## config.mk

```make
export PLATFORM = sky130hd
export DESIGN_NAME = spi_master_ctrl
export DESIGN_NICKNAME = d
export VERILOG_FILES = /design/src/rtl/spi_master_ctrl_pkg.sv /design/src/rtl/spi_sclk_gen.sv /design/src/rtl/spi_master_ctrl.sv
export SDC_FILE = /design/constraint.sdc
export NUM_CORES = 1
export LEC_CHECK = 0
export ABC_CLOCK_PERIOD_IN_PS = 5450
export CAP_MARGIN = 30
export CELL_PAD_IN_SITES_DETAIL_PLACEMENT = 0
export CELL_PAD_IN_SITES_GLOBAL_PLACEMENT = 1
export CORE_MARGIN = 2
export CORE_UTILIZATION = 44
export DETAILED_ROUTE_END_ITERATION = 12
export PLACE_DENSITY = 0.81
export SLEW_MARGIN = 0
export SYNTH_ARGS = -nofsm -noshare
export SYNTH_HDL_FRONTEND = slang
export SYNTH_SLANG_ARGS = --single-unit
export TNS_END_PERCENT = 1
```

## constraint.sdc

```tcl
create_clock -name pclk -period 5.45 [get_ports pclk]
set_input_delay 0.8175 -clock pclk [delete_from_list [all_inputs] [get_ports pclk]]
set_output_delay 0.8175 -clock pclk [all_outputs]
set_load 0.01 [all_outputs]
```

## src/rtl/spi_master_ctrl_pkg.sv

```systemverilog
// rtl/spi_master_ctrl_pkg.sv - shared state and mode encodings for the SPI master controller
package spi_master_ctrl_pkg;

    typedef enum logic [1:0] {
        ST_IDLE     = 2'd0,
        ST_SETUP    = 2'd1,
        ST_TRANSFER = 2'd2,
        ST_HOLD     = 2'd3
    } spi_master_state_e;

    // Mode numbers as {cpol, cpha}
    localparam logic [1:0] SPI_MODE0 = 2'b00;
    localparam logic [1:0] SPI_MODE1 = 2'b01;
    localparam logic [1:0] SPI_MODE2 = 2'b10;
    localparam logic [1:0] SPI_MODE3 = 2'b11;

    // True when the mode samples MISO on the leading sclk edge
    function automatic logic samples_on_lead(input logic [1:0] mode);
        return (mode == SPI_MODE0) || (mode == SPI_MODE2);
    endfunction

    // True when the mode shifts MOSI on the leading sclk edge
    function automatic logic shifts_on_lead(input logic [1:0] mode);
        return (mode == SPI_MODE1) || (mode == SPI_MODE3);
    endfunction

endpackage

```

## src/rtl/spi_sclk_gen.sv

```systemverilog
// rtl/spi_sclk_gen.sv - half-period counter producing sclk level and edge strobes
module spi_sclk_gen #(
    parameter int DIV_WIDTH = 8
) (
    input  logic                 clk_i,
    input  logic                 rst_i,
    input  logic                 load_i,
    input  logic                 tgl_en_i,
    input  logic [DIV_WIDTH-1:0] div_i,
    input  logic                 idle_level_i,
    output logic                 hp_end_o,
    output logic                 lead_edge_o,
    output logic                 trail_edge_o,
    output logic                 sclk_o
);

    logic [DIV_WIDTH-1:0] cnt_q, cnt_d;
    logic                 sclk_q, sclk_d;
    logic                 hp_end;

    // Strobes are asserted in the cycle whose closing clock edge moves sclk
    assign hp_end       = !load_i && (cnt_q == div_i);
    assign hp_end_o     = hp_end;
    assign lead_edge_o  = hp_end && tgl_en_i && (sclk_q == idle_level_i);
    assign trail_edge_o = hp_end && tgl_en_i && (sclk_q != idle_level_i);
    assign sclk_o       = sclk_q;

    // Next-state: load parks the counter and sclk at the idle level
    always_comb begin
        cnt_d  = cnt_q;
        sclk_d = sclk_q;
        if (load_i) begin
            cnt_d  = '0;
            sclk_d = idle_level_i;
        end else if (hp_end) begin
            cnt_d = '0;
            if (tgl_en_i) begin
                sclk_d = ~sclk_q;
            end
        end else begin
            cnt_d = cnt_q + 1'b1;
        end
    end

    // Counter and sclk registers
    always_ff @(posedge clk_i) begin
        if (rst_i) begin
            cnt_q  <= '0;
            sclk_q <= 1'b0;
        end else begin
            cnt_q  <= cnt_d;
            sclk_q <= sclk_d;
        end
    end

endmodule

```

## src/rtl/spi_master_ctrl.sv

```systemverilog
// rtl/spi_master_ctrl.sv - SPI master FSM, shift registers and pins; SPI_LSB_FIRST_EN adds lsb_first
module spi_master_ctrl
    import spi_master_ctrl_pkg::*;
#(
    parameter int DATA_WIDTH = 8,
    parameter int DIV_WIDTH  = 8
) (
    input  logic                  pclk,
    input  logic                  areset,
    input  logic                  start,
    input  logic [DATA_WIDTH-1:0] tx_data,
    input  logic                  cpol,
    input  logic                  cpha,
    input  logic [DIV_WIDTH-1:0]  baud_div,
`ifdef SPI_LSB_FIRST_EN
    input  logic                  lsb_first,
`endif
    output logic                  busy,
    output logic                  done,
    output logic [DATA_WIDTH-1:0] rx_data,
    output logic                  sclk,
    output logic                  cs,
    output logic                  mosi0,
    input  logic                  miso0
);

    localparam int HP_W = $clog2(2 * DATA_WIDTH);
    localparam logic [HP_W-1:0] HP_LAST = HP_W'(2 * DATA_WIDTH - 1);

    spi_master_state_e     state_q;
    logic                  cpol_q, cpha_q, lsb_q;
    logic [DIV_WIDTH-1:0]  div_q;
    logic [DATA_WIDTH-1:0] tx_sr_q, tx_sr_d;
    logic [DATA_WIDTH-1:0] rx_sr_q, rx_sr_d;
    logic [DATA_WIDTH-1:0] rx_data_q;
    logic [HP_W-1:0]       hp_cnt_q;
    logic                  mosi_q, mosi_d;
    logic                  cs_q, busy_q, done_q;

    logic                  lsb_sel;
    logic [DATA_WIDTH-1:0] tx_ordered;
    logic                  gen_load, tgl_en, idle_level;
    logic                  hp_end, lead_edge, trail_edge;
    logic                  edge_first, edge_last;
    logic                  sample_en, shift_en;

`ifdef SPI_LSB_FIRST_EN
    assign lsb_sel = lsb_first;
`else
    assign lsb_sel = 1'b0;
`endif

    // Present the word so that the first bit on the wire is always the MSB
    always_comb begin
        tx_ordered = tx_data;
        if (lsb_sel) begin
            for (int i = 0; i < DATA_WIDTH; i++) begin
                tx_ordered[i] = tx_data[DATA_WIDTH-1-i];
            end
        end
    end

    // Edge 0 closes SETUP; edges 1..2N-1 close all but the last TRANSFER half-period
    always_comb begin
        gen_load   = (state_q == ST_IDLE);
        idle_level = (state_q == ST_IDLE) ? cpol : cpol_q;
        tgl_en     = (state_q == ST_SETUP) ||
                     ((state_q == ST_TRANSFER) && (hp_cnt_q != HP_LAST));
        edge_first = (state_q == ST_SETUP);
        edge_last  = (state_q == ST_TRANSFER) && (hp_cnt_q == HP_LAST - 1'b1);
        sample_en  = samples_on_lead({cpol_q, cpha_q}) ? lead_edge : trail_edge;
        shift_en   = shifts_on_lead({cpol_q, cpha_q}) ? (lead_edge && !edge_first)
                                                      : (trail_edge && !edge_last);
    end

    // Shift-register next state; MISO uses its value from before the sclk edge
    always_comb begin
        tx_sr_d = tx_sr_q;
        mosi_d  = mosi_q;
        rx_sr_d = rx_sr_q;
        if (shift_en) begin
            tx_sr_d = tx_sr_q << 1;
            mosi_d  = tx_sr_q[DATA_WIDTH-2];
        end
        if (sample_en) begin
            rx_sr_d = lsb_q ? {miso0, rx_sr_q[DATA_WIDTH-1:1]}
                            : {rx_sr_q[DATA_WIDTH-2:0], miso0};
        end
    end

    spi_sclk_gen #(
        .DIV_WIDTH(DIV_WIDTH)
    ) u_sclk_gen (
        .clk_i       (pclk),
        .rst_i       (areset),
        .load_i      (gen_load),
        .tgl_en_i    (tgl_en),
        .div_i       (div_q),
        .idle_level_i(idle_level),
        .hp_end_o    (hp_end),
        .lead_edge_o (lead_edge),
        .trail_edge_o(trail_edge),
        .sclk_o      (sclk)
    );

    // Transfer sequencing with registered pin and handshake outputs
    always_ff @(posedge pclk) begin
        if (areset) begin
            state_q   <= ST_IDLE;
            cpol_q    <= 1'b0;
            cpha_q    <= 1'b0;
            lsb_q     <= 1'b0;
            div_q     <= '0;
            tx_sr_q   <= '0;
            rx_sr_q   <= '0;
            rx_data_q <= '0;
            hp_cnt_q  <= '0;
            mosi_q    <= 1'b0;
            cs_q      <= 1'b1;
            busy_q    <= 1'b0;
            done_q    <= 1'b0;
        end else begin
            done_q  <= 1'b0;
            tx_sr_q <= tx_sr_d;
            mosi_q  <= mosi_d;
            rx_sr_q <= rx_sr_d;
            case (state_q)
                ST_IDLE: begin
                    if (start) begin
                        state_q  <= ST_SETUP;
                        cs_q     <= 1'b0;
                        busy_q   <= 1'b1;
                        cpol_q   <= cpol;
                        cpha_q   <= cpha;
                        lsb_q    <= lsb_sel;
                        div_q    <= baud_div;
                        tx_sr_q  <= tx_ordered;
                        mosi_q   <= tx_ordered[DATA_WIDTH-1];
                        rx_sr_q  <= '0;
                        hp_cnt_q <= '0;
                    end
                end
                ST_SETUP: begin
                    if (hp_end) begin
                        state_q <= ST_TRANSFER;
                    end
                end
                ST_TRANSFER: begin
                    if (hp_end) begin
                        hp_cnt_q <= hp_cnt_q + 1'b1;
                        if (hp_cnt_q == HP_LAST) begin
                            state_q <= ST_HOLD;
                        end
                    end
                end
                ST_HOLD: begin
                    if (hp_end) begin
                        state_q   <= ST_IDLE;
                        cs_q      <= 1'b1;
                        busy_q    <= 1'b0;
                        done_q    <= 1'b1;
                        rx_data_q <= rx_sr_q;
                    end
                end
                default: state_q <= ST_IDLE;
            endcase
        end
    end

    assign busy    = busy_q;
    assign done    = done_q;
    assign rx_data = rx_data_q;
    assign cs      = cs_q;
    assign mosi0   = mosi_q;

endmodule

```

==> implementation parameters, run 1 <==
Parameter                              Value

Placed design
  Dpl cells    356
  Count of buffers inserted at the top-level ports    34
  HPWL after DPL    3233 um
  GP Congestion    0.7215

Critical path
  Critical path data required time    5.66 ns
  Reg2Reg Depth    6
  Arrival time reported for the critical path endpoint    2.45 ns
  Capture point of the worst reg-to-reg path    tx_sr_q[3]$_SDFF_PP0_
  Worst-path fanout max    27
  Critical Setup Path Class    input port to register
  CP Capture Type    register
  CP startpoint kind    input port
  Startpoint of the most critical register-to-register path    state_q[0]$_SDFFE_PP0P_
  Reg2reg setup slack    3.31 ns

Pwr
  Power density cells    362.7 nW/um^2
  Maximum vdd drop    136.4 uV
  Total leakage power    1.136 nW

Synth
  Post-Syn Instances    265
  Post-synth EDFFs    0
  Combined area of all synthesized cells    2376 sq um
  Share of synthesized registers carrying an async set or reset    0
  Synthesized net count    295
  Yosys warning total    0
  Total of flip-flops plus latches after synthesis    52
  Share of the yosys chip area belonging to registers    0.4381
  Top_reg_cell synth    sky130_fd_sc_hd__dfxtp_1
  Distinct cells, synth    42
  Average instance area after synthesis    8.966 sq um

Global route
  Initial antenna violation count    0
  Largest net degree at the start of global routing    40
  Total global routing overflow    0
  Overall Global Routing Usage    0.1668
  Global-route wire length before repair    8086 um
  Number of global-route vias before repair    1774

Detailed routing
  First drt pass iteration count    4
  DRC violation total after the first TritonRoute iteration    100
  Average vias per placed instance    5.071
  Post-route ant nets    0
  DRC violation count after routing    0
  Vias    1846
  Final wirelength    4666 um
  Average wire per standard cell    12.82 um

Layout
  Diodes inserted    0
  Synthesis-to-layout area growth    19.59%
  Commonest non-fill, non-tap cell in the layout    sky130_fd_sc_hd__dfxtp_1
  Final Non-Filler Cells    364
  Count of nets after finishing    323
  Top library cells by usage in the layout, fill and taps aside    52 x sky130_fd_sc_hd__dfxtp_1, 34 x sky130_fd_sc_hd__nand2_1, 34 x sky130_fd_sc_hd__clkdlybuf4s50_1
  Utilization of the core after routing    0.5493
  Share of final-layout standard cells stronger than drive strength 1    0.05102

Clocking
  Num CTS Buffers    5
  Maximum level of the CTS H-tree    2
  Root buffer cell    sky130_fd_sc_hd__clkbuf_8
  Later-pin clock latency in the skew report    0.31 ns
  CTS sink count    52
  Clock Path Buffers    2
  Hold buffers post-CTS    0
  Resized cells post-CTS    0
  Clk slew on worst S/H paths    0.10 ns
  Buffers inserted by post-CTS timing repair    0
  CTS tree    built

Flow run
  Total of max-cap violations    0

STA
  Post-layout min period    2.239 ns
  Unrepaired setup endpoints after global routing    no
  Final-layout setup total negative slack    0 ns
  Final hold viol count    0
  Highest Clock Rate    446.7 MHz
  Fraction of the cycle the final worst path needs    0.4108
  Setup-failing EPs final    0
  Clk_skew    0.007139 ns
  Worst-Margin Slew    0.8541 ns
  Final Max Tran Viols    0
  Max transition margin    0.4292

Die
  Top Ports    35
  Cell Rows    26
  Die Y-Extent    77.49 um
  Overall die area    6004 sq um
  Starting utilization of the core area    0.4594
  Die width    77.49 um
  Core Region    5172 sq um

Status
  Run status    complete, no violations

Min path
  HP Class    register to register
  Worst-case hold path end point    div_q[3]$_SDFFE_PP0P_
  Worst hold stages    2
  Worst hold start    div_q[3]$_SDFFE_PP0P_
[layout make-up]
cell class,count,area [sq um]
tap,70,87.58
inverter,6,22.52
sequential,52,1041
fill,494,2331
timing repair buffer,35,347.8
clock inverter,3,26.28
multi-input combinational,193,1247
clock buffer,5,68.82
[critical path, stage by stage]
cell,delay (ns)
sky130_fd_sc_hd__clkdlybuf4s50_1,0.49
sky130_fd_sc_hd__nand2_1,0.51
sky130_fd_sc_hd__o21ai_0,0.36
sky130_fd_sc_hd__a31oi_1,0.06
sky130_fd_sc_hd__o21ba_1,0.20
[how the worst max path moves through the flow]
stage | startpoint | endpoint | slack (ns) | cells after the start
floorplan | state_q[0]$_SDFFE_PP0P_ | state_q[0]$_SDFFE_PP0P_ | 3.67 | 8
global placement | start | hp_cnt_q[2]$_SDFFE_PP0P_ | 2.91 | 5
detailed placement | start | hp_cnt_q[2]$_SDFFE_PP0P_ | 2.87 | 5
CTS | start | hp_cnt_q[2]$_SDFFE_PP0P_ | 3.21 | 5
global route | start | hp_cnt_q[2]$_SDFFE_PP0P_ | 3.03 | 5
finish | start | hp_cnt_q[2]$_SDFFE_PP0P_ | 3.21 | 5
[registers in the layout, summed over array words and instances (netlist names), 2 cells and up]
register          cells
div_q                 8
rx_data               8
rx_sr_q               8
u_sclk_gen.cnt_q      8
tx_sr_q               7
hp_cnt_q              4
state_q               2
[through the flow]
step / area [sq um] / power (W) / setup WS [ns] / hold slack [ns]
6_report: 2841 / 0.001031 / 3.211 / 0.4725
5_1_grt: 2841 / 0.001108 / 3.031 / 0.4970
4_1_cts: 2841 / 0.001044 / 3.209 / 0.4767
3_5_place_dp: 2746 / 0.0008129 / 2.871 / 0.4624
3_3_place_gp: 2746 / 0.0008111 / 2.906 / 0.4543
2_1_floorplan: 2376 / 0.0007236 / 3.675 / 0.4379
[cell usage after synthesis (2+ instances only)]
| library cell | n | area [sq um] |
|---|---|---|
| sky130_fd_sc_hd__nand2_1 | 34 | 127.6 |
| sky130_fd_sc_hd__xnor2_1 | 6 | 52.55 |
| sky130_fd_sc_hd__ha_1 | 8 | 100.1 |
| sky130_fd_sc_hd__nor2_1 | 30 | 112.6 |
| sky130_fd_sc_hd__o21ai_0 | 10 | 50.05 |
| sky130_fd_sc_hd__nand2b_1 | 4 | 25.02 |
| sky130_fd_sc_hd__o21ai_1 | 2 | 10.01 |
| sky130_fd_sc_hd__clkbuf_1 | 10 | 37.54 |
| sky130_fd_sc_hd__a31oi_1 | 2 | 12.51 |
| sky130_fd_sc_hd__and2_1 | 2 | 12.51 |
| sky130_fd_sc_hd__xor2_1 | 12 | 105.1 |
| sky130_fd_sc_hd__a311oi_1 | 7 | 61.31 |
| sky130_fd_sc_hd__mux2i_1 | 19 | 190.2 |
| sky130_fd_sc_hd__and3_1 | 3 | 18.77 |
| sky130_fd_sc_hd__dfxtp_1 | 52 | 1041 |
| sky130_fd_sc_hd__inv_1 | 6 | 22.52 |
| sky130_fd_sc_hd__buf_4 | 3 | 22.52 |
| sky130_fd_sc_hd__a21oi_1 | 16 | 80.08 |
| sky130_fd_sc_hd__nor3_1 | 5 | 25.02 |
| sky130_fd_sc_hd__nand3_1 | 12 | 60.06 |
[logic make-up (layout without fill, tap and decap cells)]
family,count (synthesis),count (layout),synth area share
AOI/OAI and AO/OA,46,46,0.1274
buffers and inverters,20,49,0.03686
muxes,20,20,0.08478
adders and majority gates,8,8,0.04213
and+or+nand+nor,101,101,0.2043
DFF,52,52,0.4381
xor gates and xnor gates,18,18,0.06635
[where the power goes]
group	total, W	switching [W]	internal (W)
Sequential	0.000462	0.0000350	0.000427
Combinational	0.000338	0.000201	0.000137
Clock	0.000230	0.000136	0.0000947
[layer usage]
metal  share of wire  global-route usage
met2            0.44              0.2643
met4           0.012             0.05357
met5               0                   0
met3           0.032             0.03256
met1            0.51              0.2291
Note: power is estimated with default switching activity, not from simulation.
==> inputs of run 2 (changes only) <==
Settings changed: ABC_CLOCK_PERIOD_IN_PS 5450 to 2300, CORE_UTILIZATION 44 to 40, PLACE_DENSITY 0.81 to 0.75.
Clock period 5.45 ns to 2.3 ns, I/O delays scaled along.
==> run 2 against run 1 <==
Effect of this change: first-iteration DRC count decreased by 2.0%; design area increased by 2.4%; die area increased by 9.5%; sequential power increased by 140%; critical path depth increased by 2; clock-buffer cell count unchanged; core utilization decreased by 4.9 points.
==> implementation parameters, run 2 (synthesis results as in run 1) <==
Parameter                              Value

Clocking
  CTS sink count    52 (unchanged)
  Later-pin clock latency in the skew report    0.30 ns (was 0.31 ns)
  Hold buffers post-CTS    0 (unchanged)
  Resized cells post-CTS    0 (unchanged)
  Root buffer cell    sky130_fd_sc_hd__clkbuf_8 (unchanged)
  Buffers inserted by post-CTS timing repair    0 (unchanged)
  Num CTS Buffers    5 (unchanged)
  Clk slew on worst S/H paths    0.10 ns (about the same)
  Maximum level of the CTS H-tree    2 (unchanged)
  CTS tree    built (unchanged)
  Clock Path Buffers    2 (unchanged)

Global route
  Largest net degree at the start of global routing    24 (was 40)
  Number of global-route vias before repair    1802 (was 1774)
  Initial antenna violation count    0 (unchanged)
  Overall Global Routing Usage    0.1618 (was 0.1668)
  Global-route wire length before repair    8280 um (was 8086 um)
  Total global routing overflow    0 (unchanged)

Die
  Core Region    5816 sq um (was 5172 sq um)
  Cell Rows    28 (was 26)
  Die width    81.07 um (was 77.49 um)
  Top Ports    35 (unchanged)
  Starting utilization of the core area    0.4086 (was 0.4594)
  Overall die area    6572 sq um (was 6004 sq um)
  Die Y-Extent    81.07 um (was 77.49 um)

STA
  Post-layout min period    1.957 ns
  Fraction of the cycle the final worst path needs    0.8508
  Worst hold-check slack    0.4703 ns (was 0.4725 ns)
  Final-layout setup total negative slack    0 ns (unchanged)
  Final Max Tran Viols    0 (unchanged)
  Clk_skew    0.01095 ns (was 0.007139 ns)
  Final hold viol count    0 (unchanged)
  Unrepaired setup endpoints after global routing    no (unchanged)
  Highest Clock Rate    511.1 MHz
  Setup-failing EPs final    0 (unchanged)
  Worst-Margin Slew    0.6047 ns (was 0.8541 ns)
  Max transition margin    0.5941 (was 0.4292)

Detailed routing
  Vias    1909 (was 1846)
  First drt pass iteration count    4 (unchanged)
  Post-route ant nets    0 (unchanged)
  DRC violation count after routing    0 (unchanged)
  Average wire per standard cell    12.92 um (was 12.82 um)
  Average vias per placed instance    5.091 (was 5.071)
  DRC violation total after the first TritonRoute iteration    98 (was 100)
  Final wirelength    4845 um (was 4666 um)

Placed design
  Count of buffers inserted at the top-level ports    34 (unchanged)
  Area post-placement    2798 sq um (was 2746 sq um)
  HPWL after DPL    3500 um (was 3233 um)
  GP Congestion    0.8445 (was 0.7215)
  Dpl cells    367 (was 356)

Layout
  Diodes inserted    0 (unchanged)
  Total non-filler cell area in the finished layout    2909 sq um (was 2841 sq um)
  Final Non-Filler Cells    375 (was 364)
  Count of nets after finishing    329 (was 323)
  Synthesis-to-layout area growth    22.43% (was 19.59%)
  Commonest non-fill, non-tap cell in the layout    sky130_fd_sc_hd__dfxtp_1 (unchanged)
  Share of final-layout standard cells stronger than drive strength 1    0.07000 (was 0.05102)
  Top library cells by usage in the layout, fill and taps aside    52 x sky130_fd_sc_hd__dfxtp_1, 34 x sky130_fd_sc_hd__nand2_1, 34 x sky130_fd_sc_hd__clkdlybuf4s50_1 (unchanged)
  Filler Cells Inserted    575 (was 494)

Critical path
  Critical Setup Path Class    register to register (was input port to register)
  Reg2reg setup slack    0.34 ns (was 3.31 ns)
  CP Capture Type    register (unchanged)
  Worst-path fanout max    7 (was 27)
  Critical path data required time    2.52 ns (was 5.66 ns)
  Arrival time reported for the critical path endpoint    2.17 ns (was 2.45 ns)
  CP startpoint kind    register (was input port)

Pwr
  Total leakage power    1.171 nW (was 1.136 nW)
  Power density cells    882.7 nW/um^2 (was 362.7 nW/um^2)
  Maximum vdd drop    378.2 uV (was 136.4 uV)

Status
  Run status    complete, no violations (unchanged)

Min path
  HP Class    register to register (unchanged)

Flow run
  Total of max-cap violations    0 (unchanged)
==> run 2: changes by cell type in the layout (fill, tap and decap cells not counted), sizes merged <==
| cell | delta |
|---|---|
| buf | +6 |
| inv | -2 |
| bufinv | +1 |
| clkinvlp | +1 |
==> run 2: worst max-delay path, stage by stage, from the launching register on <==
cell                       delay [ns]
sky130_fd_sc_hd__dfxtp_1         0.38
sky130_fd_sc_hd__inv_1           0.11
sky130_fd_sc_hd__ha_1            0.27
sky130_fd_sc_hd__a41o_1          0.25
sky130_fd_sc_hd__mux2i_1         0.16
sky130_fd_sc_hd__and2_1          0.30
sky130_fd_sc_hd__nand3_1         0.12
sky130_fd_sc_hd__a311oi_1        0.28
==> run 2: power breakdown <==
group / leakage (nW) / switching, W / internal [W] / total, W
clock: 0.0541 / 0.000313 / 0.000323 / 0.000635
combinational: 0.693 / 0.000489 / 0.000348 / 0.000836
sequential: 0.423 / 0.0000832 / 0.00101 / 0.00110
total: 1.17 / 0.000885 / 0.00168 / 0.00257
==> run 2: metal layers <==
| metal | wire [um] | global-route usage |
|---|---|---|
| met2 | 2191 | 0.2587 |
| met3 | 169 | 0.03667 |
| met5 | 0 | 0 |
| met4 | 82 | 0.05763 |
| met1 | 2402 | 0.2142 |
==> run 2: stage by stage <==
| step | setup slack [ns] | power, W | util |
|---|---|---|---|
| floorplan | 0.5248 | 0.001715 | - |
| global placement | 0.4309 | 0.001951 | 0.4811 |
| detailed placement | 0.3509 | 0.001959 | 0.4811 |
| CTS | 0.3210 | 0.002586 | 0.5002 |
| global route | 0.1744 | 0.002732 | 0.5002 |
| finish | 0.3433 | 0.002568 | 0.5002 |
==> run 2: area by class of cell <==
type                            instances  area (sq um)  area share
Clock inverter                          3         42.54     0.01462
Tap cell                               75         93.84     0.03226
Sequential cell                        52          1041      0.3579
Inverter                                6         22.52    0.007742
Clock buffer                            5         68.82     0.02366
Timing Repair Buffer                   41         392.9      0.1351
Multi-Input combinational cell        193          1247      0.4288
==> run 2: final timing paths <==
check	start	to	cells after the start
worst min-delay path	rx_sr_q[7]$_SDFF_PP0_	rx_sr_q[7]$_SDFF_PP0_	2
worst min register to register	rx_sr_q[7]$_SDFF_PP0_	rx_sr_q[7]$_SDFF_PP0_	2
worst max register to register	state_q[0]$_SDFFE_PP0P_	tx_sr_q[2]$_SDFF_PP0_	7
worst max-delay path	state_q[0]$_SDFFE_PP0P_	tx_sr_q[2]$_SDFF_PP0_	7
==> inputs of run 3 (changes only) <==
Settings changed: CORE_UTILIZATION 40 to 41, PLACE_DENSITY 0.75 to 0.76, SYNTH_HIERARCHICAL from default to 1.
==> run 3 against run 2 <==
Effect of this change: the run now ends with setup timing left; register-to-register slack lost 0.36 ns; sequential cell count is the same; worst setup slack got worse by 0.36 ns; final cell count is 2.1% higher; first-iteration DRC count down 9.2%; maximum frequency down 15%; total power increased by 13%; sequential share of layout area decreased by 1.3 points; non-clock buffer count grew 10; clock skew is 0.0032 ns lower; via count fell by 0.10%; combinational power rose by 42%; largest cell class unchanged; largest power group is now combinational logic.
==> implementation parameters, run 3 <==
Parameter                              Value

Status
  Run status    complete, but fails checks (was complete, no violations)
  Violations in the final reports    setup timing

Critical path
  CP startpoint kind    register (unchanged)
  Critical Setup Path Class    register to register (unchanged)
  CP Capture Type    register (unchanged)
  Critical path cell sequence    inv_1 -> ha_4 -> mux2_2 -> xor2_2 -> nor4b_4 -> a31oi_4 -> buf_4 -> a2111oi_2 (was inv_1 -> ha_1 -> a41o_1 -> mux2i_1 -> and2_1 -> nand3_1 -> a311oi_1)
  Longest individual stage delay on the worst path    0.36 ns (was 0.38 ns)
  Slowest-stage cell, CP    sky130_fd_sc_hd__mux2_2 (was sky130_fd_sc_hd__dfxtp_1)
  Worst-path fanout max    9 (was 7)
  Arrival time reported for the critical path endpoint    2.51 ns (was 2.17 ns)
  Critical path data required time    2.50 ns (was 2.52 ns)

Global route
  Total global routing overflow    0 (unchanged)
  Number of global-route vias before repair    1846 (was 1802)
  Overall Global Routing Usage    0.1707 (was 0.1618)
  Initial antenna violation count    0 (unchanged)
  Global-route wire length before repair    8583 um (was 8280 um)
  Largest net degree at the start of global routing    19 (was 24)

Detailed routing
  Average wire per standard cell    13.18 um (was 12.92 um)
  DRC violation count after routing    0 (unchanged)
  Vias    1907 (was 1909)
  Average vias per placed instance    4.979 (was 5.091)
  Post-route ant nets    0 (unchanged)
  Final wirelength    5049 um (was 4845 um)
  First drt pass iteration count    4 (unchanged)
  DRC violation total after the first TritonRoute iteration    89 (was 98)

Die
  Starting utilization of the core area    0.4291 (was 0.4086)
  Cell Rows    27 (was 28)
  Die Y-Extent    80.15 um (was 81.07 um)
  Core Region    5540 sq um (was 5816 sq um)
  Top Ports    35 (unchanged)
  Die width    80.15 um (was 81.07 um)
  Overall die area    6423 sq um (was 6572 sq um)

STA
  Final Max Tran Viols    0 (unchanged)
  Fraction of the cycle the final worst path needs    1.006 (was 0.8508)
  Unrepaired setup endpoints after global routing    yes (was no)
  Setup-failing EPs final    2 (was 0)
  Worst-Margin Slew    0.7012 ns (was 0.6047 ns)
  Worst hold-check slack    0.4593 ns (was 0.4703 ns)
  Post-layout min period    2.314 ns (was 1.957 ns)
  Highest Clock Rate    432.2 MHz (was 511.1 MHz)
  Setup ws final    -0.01352 ns (was 0.3433 ns)
  Final hold viol count    0 (unchanged)
  Max transition margin    0.5233 (was 0.5941)
  Clk_skew    0.007718 ns (was 0.01095 ns)

Pwr
  Total power    0.002904 W (was 0.002568 W)
  Power density cells    963.2 nW/um^2 (was 882.7 nW/um^2)
  Total leakage power    1.195 nW (was 1.171 nW)
  Maximum vdd drop    332.4 uV (was 378.2 uV)

Synth
  Synthesized net count    292 (was 295)
  Top_reg_cell synth    sky130_fd_sc_hd__dfxtp_1 (unchanged)
  Distinct cells, synth    44 (was 42)
  Top cell types by occurrence after synthesis    52 x sky130_fd_sc_hd__dfxtp_1, 34 x sky130_fd_sc_hd__nand2_1, 32 x sky130_fd_sc_hd__nor2_1, 26 x sky130_fd_sc_hd__a21oi_1 (was 52 x sky130_fd_sc_hd__dfxtp_1, 34 x sky130_fd_sc_hd__nand2_1, 30 x sky130_fd_sc_hd__nor2_1, 19 x sky130_fd_sc_hd__mux2i_1, 16 x sky130_fd_sc_hd__a21oi_1)
  Library cell occupying the most area in the post-synthesis netlist    sky130_fd_sc_hd__dfxtp_1 (unchanged)
  Average instance area after synthesis    9.039 sq um (was 8.966 sq um)
  Dominant cell by count in the synthesized netlist    sky130_fd_sc_hd__dfxtp_1 (unchanged)
  Area share of the largest cell type after synthesis    0.4379 (was 0.4381)
  Share of the yosys chip area belonging to registers    0.4379 (was 0.4381)
  Yosys warning total    6 (was 0)
  Post-synth EDFFs    0 (unchanged)
  Share of synthesized registers carrying an async set or reset    0 (unchanged)
  Total of flip-flops plus latches after synthesis    52 (unchanged)
  Post-Syn Instances    263 (was 265)
  Largest cells by area after synthesis    sky130_fd_sc_hd__dfxtp_1 44%, sky130_fd_sc_hd__mux2i_1 5.9%, sky130_fd_sc_hd__a21oi_1 5.5% (was sky130_fd_sc_hd__dfxtp_1 44%, sky130_fd_sc_hd__mux2i_1 8.0%, sky130_fd_sc_hd__nand2_1 5.4%)
  Combined area of all synthesized cells    2377 sq um (was 2376 sq um)

Clocking
  CTS sink count    52 (unchanged)
  Later-pin clock latency in the skew report    0.30 ns (about the same)
  Root buffer cell    sky130_fd_sc_hd__clkbuf_8 (unchanged)
  CTS tree    built (unchanged)
  Hold buffers post-CTS    0 (unchanged)
  Clk slew on worst S/H paths    0.10 ns (about the same)
  Num CTS Buffers    5 (unchanged)
  Clock Path Buffers    2 (unchanged)
  Maximum level of the CTS H-tree    2 (unchanged)

Layout
  Share of final-layout standard cells stronger than drive strength 1    0.1415 (was 0.07000)
  Synthesis-to-layout area growth    26.84% (was 22.43%)
  Diodes inserted    0 (unchanged)
  Commonest non-fill, non-tap cell in the layout    sky130_fd_sc_hd__dfxtp_1 (unchanged)
  Count of nets after finishing    339 (was 329)
  Top library cells by usage in the layout, fill and taps aside    52 x sky130_fd_sc_hd__dfxtp_1, 34 x sky130_fd_sc_hd__nand2_1, 34 x sky130_fd_sc_hd__clkdlybuf4s50_1 (unchanged)

Flow run
  Total of max-cap violations    0 (unchanged)

Min path
  HP Class    register to register (unchanged)

Placed design
  Pre-CTS setup slack    -0.1751 ns (was 0.3509 ns)
  HPWL after DPL    3712 um (was 3500 um)
  Count of buffers inserted at the top-level ports    34 (unchanged)
  GP Congestion    0.7581 (was 0.8445)
-- run 3: changes by cell type in the layout (fill, tap and decap cells not counted), sizes merged, moves of 3 or more --
cell    before  now
a21oi       16   26
buf          7   17
a311oi       7    0
o21ai       12    7
xor2        12    7
mux2i       19   15
nand4        1    5
xnor2        6   10
o21bai       0    3
-- run 3: report_power, final --
part | switching (W) | total (W) | internal, W
Sequential | 0.0000788 | 0.00109 | 0.00101
Combinational | 0.000657 | 0.00119 | 0.000531
Clock | 0.000304 | 0.000626 | 0.000322
-- run 3: critical path: cells and delay by family, from the launching register on --
kind / cells / cell delay [ns]
flip-flops: 1 / 0.32
buffers and inverters: 2 / 0.31
AND/OR/NAND/NOR: 1 / 0.33
multiplexers: 1 / 0.36
XOR/XNOR: 1 / 0.24
AO/OA/AOI/OAI: 2 / 0.50
adder cells (fa/ha/maj): 1 / 0.15
-- run 3: path summary, 6_finish.rpt --
check | from | endpoint | slack (ns) | depth (start not counted)
min reg2reg | rx_data[6]$_SDFFE_PP0P_ | rx_data[6]$_SDFFE_PP0P_ | 0.46 | 2
max reg2reg | state_q[0]$_SDFFE_PP0P_ | tx_sr_q[1]$_SDFF_PP0_ | -0.01 | 8
max | state_q[0]$_SDFFE_PP0P_ | tx_sr_q[1]$_SDFF_PP0_ | -0.01 | 8
min | rx_data[6]$_SDFFE_PP0P_ | rx_data[6]$_SDFFE_PP0P_ | 0.46 | 2
-- run 3: cell type report --
| cell class | instances | area [sq um] |
|---|---|---|
| Clock inverter | 3 | 42.54 |
| Timing Repair Buffer | 51 | 467.9 |
| Sequential cell | 52 | 1041 |
| Inverter | 8 | 30.03 |
| Fill cell | 530 | 2525 |
| Clock buffer | 5 | 68.82 |
| Tap cell | 72 | 90.09 |
| Multi-Input combinational cell | 192 | 1275 |
-- run 3: per-stage QoR --
stage / area, sq um / setup TNS [ns] / utilization / instances
3_3_place_gp: 2897 / -1.484 / 0.5228 / 374
4_1_cts: 3015 / -0.2895 / 0.5443 / 383
6_report: 3015 / -0.02332 / 0.5443 / 383
5_1_grt: 3015 / -1.487 / 0.5443 / 383
2_1_floorplan: 2406 / 0 / - / 263
3_5_place_dp: 2897 / -2.079 / 0.5228 / 374
-- run 3: logic make-up after synthesis --
family | share of synthesized area
and+or+nand+nor | 0.2179
DFF | 0.4379
AOI/OAI and AO/OA | 0.1374
buffers and inverters | 0.03789
xor gates and xnor gates | 0.06263
muxes | 0.06947
adders and majority gates | 0.03684
-- run 3: metal layers --
metal  track usage  up-vias  wire length (um)
met1        0.2347      882              2514
met3       0.04382        8               211
met5             0        -                 0
met4       0.05424        0                70
li1              -      989                 -
met2        0.2608       28              2252
-- run 3: repair_timing --
item	4_1_cts	5_1_grt
buffers inserted	1	0
pin swaps	0	0
gates resized for setup	0	0
endpoints found under the setup margin	10	14
